**src/rtl/seven_seg_scanner_if.sv**
```systemverilog
// Producer-side handshake bundle for the seven-segment scanner.
// The producer drives a 32-bit hex word and eight decimal-point bits under
// data_valid. The scanner accepts them while data_ready is high.
interface seven_seg_scanner_if;
  logic [31:0] data_in;
  logic        data_valid;
  logic        data_ready;
  logic [7:0]  dp_in;

  modport master (output data_in, output data_valid, output dp_in, input data_ready);
  modport slave  (input data_in, input data_valid, input dp_in, output data_ready);
endinterface

```
**src/rtl/seven_seg_scanner.sv**
```systemverilog
// Time-multiplexed scan stage for an 8-digit seven-segment display.
// - A new hex word is accepted into a pending buffer.
// - The word moves into the display register only at a frame boundary
//   (slot 7 -> slot 0), so a frame never shows two different values.
// - One anode is driven low per refresh slot, or none when the slot is blanked.
// - Cathodes, dp and anodes are all active-low and registered.
// Optional build macro SEG_LZB_EN enables leading-zero blanking.
module seven_seg_scanner #(
  parameter int REFRESH_DIV = 100000,
  parameter int CNT_W       = 17
) (
  input  logic               clk,
  input  logic               rst_n,
  seven_seg_scanner_if.slave bus,
  input  logic [7:0]         digit_en,
  output logic [7:0]         anode,
  output logic [6:0]         cathode,
  output logic               dp,
  output logic               digit_strobe,
  output logic               frame_done
);

  // Hex digit to active-low segment pattern {g,f,e,d,c,b,a}
  function automatic logic [6:0] hex7seg(input logic [3:0] nib);
    logic [6:0] seg;
    case (nib)
      4'h0: seg = 7'h40;
      4'h1: seg = 7'h79;
      4'h2: seg = 7'h24;
      4'h3: seg = 7'h30;
      4'h4: seg = 7'h19;
      4'h5: seg = 7'h12;
      4'h6: seg = 7'h02;
      4'h7: seg = 7'h78;
      4'h8: seg = 7'h00;
      4'h9: seg = 7'h10;
      4'hA: seg = 7'h08;
      4'hB: seg = 7'h03;
      4'hC: seg = 7'h46;
      4'hD: seg = 7'h21;
      4'hE: seg = 7'h06;
      default: seg = 7'h0E;
    endcase
    return seg;
  endfunction

`ifdef SEG_LZB_EN
  // A digit is a leading zero when it and every more significant nibble are zero.
  // Digit 0 and digits with a lit decimal point are always kept.
  function automatic logic lz_blank(input logic [31:0] val, input logic [7:0] dpv,
                                    input logic [2:0] i);
    logic upper_zero;
    upper_zero = 1'b1;
    for (int k = 0; k < 8; k++) begin
      if (k >= int'(i) && val[4*k +: 4] != 4'h0) upper_zero = 1'b0;
    end
    return (i != 3'd0) && !dpv[i] && upper_zero;
  endfunction
`endif

  logic [CNT_W-1:0] cnt_q, cnt_d;
  logic [2:0]       idx_q, idx_d;
  logic [31:0]      disp_q, disp_d;
  logic [7:0]       disp_dp_q, disp_dp_d;
  logic [31:0]      pend_q, pend_d;
  logic [7:0]       pend_dp_q, pend_dp_d;
  logic             pend_full_q, pend_full_d;
  logic [7:0]       anode_q, anode_d;
  logic [6:0]       cathode_q, cathode_d;
  logic             dp_q, dp_d;
  logic             strobe_q, strobe_d;
  logic             frame_q, frame_d;

  logic             tc;
  logic             frame_end;
  logic             show;
  logic [3:0]       cur_nib;

  // Next-state logic: prescaler, slot index, buffers and output decode
  always_comb begin
    tc        = (cnt_q == CNT_W'(REFRESH_DIV - 1));
    frame_end = tc && (idx_q == 3'd7);

    cnt_d    = tc ? '0 : cnt_q + CNT_W'(1);
    idx_d    = tc ? idx_q + 3'd1 : idx_q;
    strobe_d = tc;
    frame_d  = frame_end;

    pend_d      = pend_q;
    pend_dp_d   = pend_dp_q;
    pend_full_d = pend_full_q;
    disp_d      = disp_q;
    disp_dp_d   = disp_dp_q;

    // Capture only while the buffer is empty. Hand over only while it is full.
    // The two conditions are mutually exclusive.
    if (bus.data_valid && !pend_full_q) begin
      pend_d      = bus.data_in;
      pend_dp_d   = bus.dp_in;
      pend_full_d = 1'b1;
    end else if (frame_end && pend_full_q) begin
      disp_d      = pend_q;
      disp_dp_d   = pend_dp_q;
      pend_full_d = 1'b0;
    end

    cur_nib = disp_q[{idx_q, 2'b00} +: 4];
    show    = digit_en[idx_q];
`ifdef SEG_LZB_EN
    if (lz_blank(disp_q, disp_dp_q, idx_q)) show = 1'b0;
`endif

    anode_d   = show ? ~(8'b1 << idx_q) : 8'hFF;
    cathode_d = show ? hex7seg(cur_nib) : 7'h7F;
    dp_d      = show ? ~disp_dp_q[idx_q] : 1'b1;
  end

  // State and registered outputs, all cleared by the asynchronous reset
  always_ff @(posedge clk or negedge rst_n) begin
    if (!rst_n) begin
      cnt_q       <= '0;
      idx_q       <= 3'd0;
      disp_q      <= 32'd0;
      disp_dp_q   <= 8'd0;
      pend_q      <= 32'd0;
      pend_dp_q   <= 8'd0;
      pend_full_q <= 1'b0;
      anode_q     <= 8'hFF;
      cathode_q   <= 7'h7F;
      dp_q        <= 1'b1;
      strobe_q    <= 1'b0;
      frame_q     <= 1'b0;
    end else begin
      cnt_q       <= cnt_d;
      idx_q       <= idx_d;
      disp_q      <= disp_d;
      disp_dp_q   <= disp_dp_d;
      pend_q      <= pend_d;
      pend_dp_q   <= pend_dp_d;
      pend_full_q <= pend_full_d;
      anode_q     <= anode_d;
      cathode_q   <= cathode_d;
      dp_q        <= dp_d;
      strobe_q    <= strobe_d;
      frame_q     <= frame_d;
    end
  end

  assign bus.data_ready = ~pend_full_q;
  assign anode          = anode_q;
  assign cathode        = cathode_q;
  assign dp             = dp_q;
  assign digit_strobe   = strobe_q;
  assign frame_done     = frame_q;

endmodule

```
**src/flat_wrapper.sv**
```systemverilog
// flat-port wrapper written by rule: the top's interface ports become plain ports
module seven_seg_scanner_flat 
#(
  parameter int REFRESH_DIV = 100000,
  parameter int CNT_W       = 17
)
  (clk, rst_n, digit_en, anode, cathode, dp, digit_strobe, frame_done, bus_data_in, bus_data_valid, bus_dp_in, bus_data_ready);
  seven_seg_scanner_if bus_i ();
  input  logic clk;
  input  logic rst_n;
  input  logic [7:0] digit_en;
  output logic [7:0] anode;
  output logic [6:0] cathode;
  output logic dp;
  output logic digit_strobe;
  output logic frame_done;
  input wire logic [$bits(bus_i.data_in)-1:0] bus_data_in;
  input wire logic [$bits(bus_i.data_valid)-1:0] bus_data_valid;
  input wire logic [$bits(bus_i.dp_in)-1:0] bus_dp_in;
  output wire logic [$bits(bus_i.data_ready)-1:0] bus_data_ready;
  assign bus_i.data_in = bus_data_in;
  assign bus_i.data_valid = bus_data_valid;
  assign bus_i.dp_in = bus_dp_in;
  assign bus_data_ready = bus_i.data_ready;
  seven_seg_scanner #(.REFRESH_DIV(REFRESH_DIV), .CNT_W(CNT_W)) u_core (.clk(clk), .rst_n(rst_n), .bus(bus_i), .digit_en(digit_en), .anode(anode), .cathode(cathode), .dp(dp), .digit_strobe(digit_strobe), .frame_done(frame_done));
endmodule
```
**config.mk**
```make
export PLATFORM = sky130hd
export DESIGN_NAME = seven_seg_scanner_flat
export DESIGN_NICKNAME = d
export VERILOG_FILES = /design/src/rtl/seven_seg_scanner_if.sv /design/src/rtl/seven_seg_scanner.sv /design/src/flat_wrapper.sv
export SDC_FILE = /design/constraint.sdc
export NUM_CORES = 1
export LEC_CHECK = 0
export ABC_CLOCK_PERIOD_IN_PS = 2570
export CAP_MARGIN = 20
export CORE_ASPECT_RATIO = 0.9
export CORE_UTILIZATION = 43
export CTS_CLUSTER_DIAMETER = 80
export CTS_CLUSTER_SIZE = 40
export DETAILED_ROUTE_END_ITERATION = 12
export PLACE_DENSITY = 0.65
export SKIP_CTS_REPAIR_TIMING = 1
export SLEW_MARGIN = 20
export SYNTH_ARGS = -nofsm -noshare
export SYNTH_HDL_FRONTEND = slang
export SYNTH_SLANG_ARGS = --single-unit
```
**constraint.sdc**
```tcl
create_clock -name clk -period 2.57 [get_ports clk]
set_input_delay 0.6425 -clock clk [delete_from_list [all_inputs] [get_ports clk]]
set_output_delay 0.6425 -clock clk [all_outputs]
set_load 0.005 [all_outputs]
```
==> impl_summary.log <==
INFO  metric first_pass_iters = 4
INFO  metric clk_transition_reported_paths = 0.06 ns
INFO  metric synth_largest_area_cell = sky130_fd_sc_hd__dfrtp_1
INFO  metric worst-endpoint-required = 2.89 ns
INFO  metric nNetsFinal = 517
INFO  metric die-area = 12700 sq um
INFO  metric synthDistinctLibCells = 50
INFO  metric slew_headroom = 0.630
INFO  metric critPathArrivalTime = 2.65 ns
INFO  metric postLayoutCoreUtil = 0.562
INFO  metric synth.top_cell.area_share = 0.488
INFO  metric grt-ovfl-total = 0
INFO  metric row_count = 38
INFO  metric flow.area_growth_from_synthesis = 28.2%
INFO  metric grt_antenna_before_repair = 0
INFO  metric leading_cell_types_by_total_area_after_synthesis = sky130_fd_sc_hd__dfrtp_1 49%, sky130_fd_sc_hd__mux2_2 17%, sky130_fd_sc_hd__dfstp_2 8.0%
INFO  metric worst_hold_path_type = input pin to async pin
INFO  metric core = 12000 sq um
INFO  metric final_layout_size_suffix_gt1_frac = 0.334
INFO  metric cell_area_after_synthesis = 5280 sq um
INFO  metric via_count_of_the_first_global_routing_pass = 3377
INFO  metric synth-async-reset-ratio = 1.00
INFO  metric synth_top_flop_cell = sky130_fd_sc_hd__dfrtp_1
INFO  metric outcome = finished clean
INFO  metric static-leakage-power = 3.04 nW
INFO  metric numClockSinks = 119
INFO  metric clock_path_buffers = 2
INFO  metric insertedDiodeCount = 0
INFO  metric holdWs = 0.206 ns
INFO  metric tightest_slew = 0.555 ns
INFO  metric yosys-top-cells-count = 103 x sky130_fd_sc_hd__dfrtp_1, 81 x sky130_fd_sc_hd__mux2_2, 25 x sky130_fd_sc_hd__nand2_1
INFO  metric ff2ff_setup_slack = 0.24 ns
INFO  metric finalMaxSlewViolations = 0
INFO  metric synth-warning-count = 0
INFO  metric htree_num_levels = 4
INFO  metric inserted_clock_buffers = 17
INFO  metric timing.setup.tns = 0 ns
INFO  metric synth-edff-count = 0
INFO  metric post_synthesis_register_bit_count = 119
INFO  metric drc = 0
INFO  metric die-width = 119 um
INFO  metric setup_violations = 0
INFO  metric boundaryPins = 70
INFO  metric vias_per_cell = 5.06
INFO  metric finalHoldViolCount = 0
INFO  metric pwrdens = 690 nW/um^2
INFO  metric finClkSkew = 0.00684 ns
INFO  metric io_buffer_count = 69
INFO  metric timing.final.crit_period = 2.33 ns
INFO  metric netlist_instances = 372
INFO  metric grt_use_total = 0.172
INFO  metric place_congestion = 0.831
INFO  metric peakVddDrop = 533 uV
INFO  metric totalWireLength = 9710 um
INFO  metric worstSkewPairLatency = 0.41 ns
INFO  metric place.detailed.hpwl = 6620 um
INFO  metric timing_worst_setup_path_type = register to register
INFO  metric effective_utilization_at_floorplan = 0.439
INFO  metric yosys.cell_count.top_type = sky130_fd_sc_hd__dfrtp_1
INFO  metric dieHeight = 107 um
INFO  metric largest_fanout_on_the_critical_path = 7
INFO  metric cell_chosen_for_the_clock_root = sky130_fd_sc_hd__clkbuf_16
INFO  metric rsz0062_at_grt = no
INFO  metric tritoncts_clock_tree = built
INFO  metric avgSynthCellArea = 14.2 sq um
INFO  metric timing.max_cap.violations = 0
INFO  metric pin_count_of_the_biggest_net_entering_global_routing = 50
INFO  metric max_freq = 430 MHz
INFO  metric critical_path.startpoint_type = register
INFO  metric first_pass_grt_wire_length = 16600 um
INFO  metric average_wire_per_standard_cell = 15.5 um
INFO  metric iter_0_drt_violations = 143
INFO  metric mappedNetlistNets = 435
INFO  metric fin_crit_sh = 0.905
INFO  metric timing.critical_path.to_type = register
INFO  metric final_antenna_net_count = 0
INFO  metric vias = 3173
INFO  metric ys_seq_area_frac = 0.568
[cell type report]
class                   instances  area (sq um)
well taps                     160           200
flip-flops and latches        119          3000
multi-input cells             229          2120
repair buffers                 79           801
fillers                       993          5270
clock buffers                  18           439
clock inverters                14           171
inverters                       8          30.0
[per-layer routing]
layer  vias up  track usage  routed length (um)
li1       1490            -                   -
met1      1586        0.229                4700
met2        85        0.265                4430
met3        12       0.0468                 449
met4         0       0.0769                 128
met5         -            0                   0
[placed cells by master, fill, tap and decap left out, types with 6 or more instances in the layout]
cell	count
sky130_fd_sc_hd__clkdlybuf4s50_1	68
sky130_fd_sc_hd__clkbuf_16	17
sky130_fd_sc_hd__dfrtp_1	102
sky130_fd_sc_hd__inv_1	6
sky130_fd_sc_hd__nor2_1	17
sky130_fd_sc_hd__ha_1	12
sky130_fd_sc_hd__buf_4	8
sky130_fd_sc_hd__mux2_2	81
sky130_fd_sc_hd__nor3_1	6
sky130_fd_sc_hd__dfstp_2	16
sky130_fd_sc_hd__mux2i_1	6
sky130_fd_sc_hd__xnor2_1	9
sky130_fd_sc_hd__nand2_1	25
sky130_fd_sc_hd__nand3_1	10
sky130_fd_sc_hd__xor2_1	7
[cell families after synthesis]
logic type / count (synthesis) / share of synthesized area
buf+inv: 24 / 0.0311
mux: 103 / 0.244
simple gates: 77 / 0.0726
xor+xnor: 16 / 0.0266
fa+ha+maj: 12 / 0.0285
compound gates: 21 / 0.0292
flops: 119 / 0.568
[through the flow]
stage | instance area [sq um] | setup WS [ns] | cells | total power [W]
after global placement | 6150 | 0.232 | 595 | 0.00226
after global routing | 6760 | 0.118 | 627 | 0.00483
final | 6760 | 0.243 | 627 | 0.00467
after CTS | 6760 | 0.155 | 627 | 0.00472
after detailed placement | 6150 | 0.180 | 595 | 0.00227
after floorplan | 5280 | 0.398 | 372 | 0.00211
[registers in the layout, summed over array words and instances (netlist names)]
register	count
u_core.digit_strobe	1
u_core.frame_done	1
u_core.cnt_q	17
u_core.idx_q	3
u_core.pend_dp_q	8
u_core.disp_q	32
u_core.disp_dp_q	8
u_core.anode	8
u_core.pend_q	32
u_core.cathode	7
u_core.pend_full_q	1
u_core.dp	1
[worst max-delay path: stages (launching register included)]
cell and delay (ns):
sky130_fd_sc_hd__dfrtp_2 0.48, sky130_fd_sc_hd__mux4_1 0.58, sky130_fd_sc_hd__nand2_1 0.09, sky130_fd_sc_hd__nand2_1 0.15
sky130_fd_sc_hd__ha_1 0.26, sky130_fd_sc_hd__a21boi_1 0.14, sky130_fd_sc_hd__a2111oi_0 0.44, sky130_fd_sc_hd__a31oi_1 0.08
[power breakdown]
group | internal, W | total (W) | switching, W
clock | 0.00156 | 0.00243 | 0.000874
sequential | 0.00197 | 0.00202 | 0.0000481
combinational | 0.000145 | 0.000221 | 0.0000755
[worst paths after layout]
path	startpoint	end	cells past startpoint
max in group asynchronous	rst_n	u_core.idx_q[1]	2
min reg2reg	u_core.pend_dp_q[2]	u_core.disp_dp_q[2]	1
max reg2reg	u_core.idx_q[1]	u_core.cathode[3]	7
min	rst_n	u_core.cnt_q[10]	1
max	u_core.idx_q[1]	u_core.cathode[3]	7
min in group clk	u_core.pend_dp_q[2]	u_core.disp_dp_q[2]	1
No activity file was read; power rests on OpenSTA's default activity.
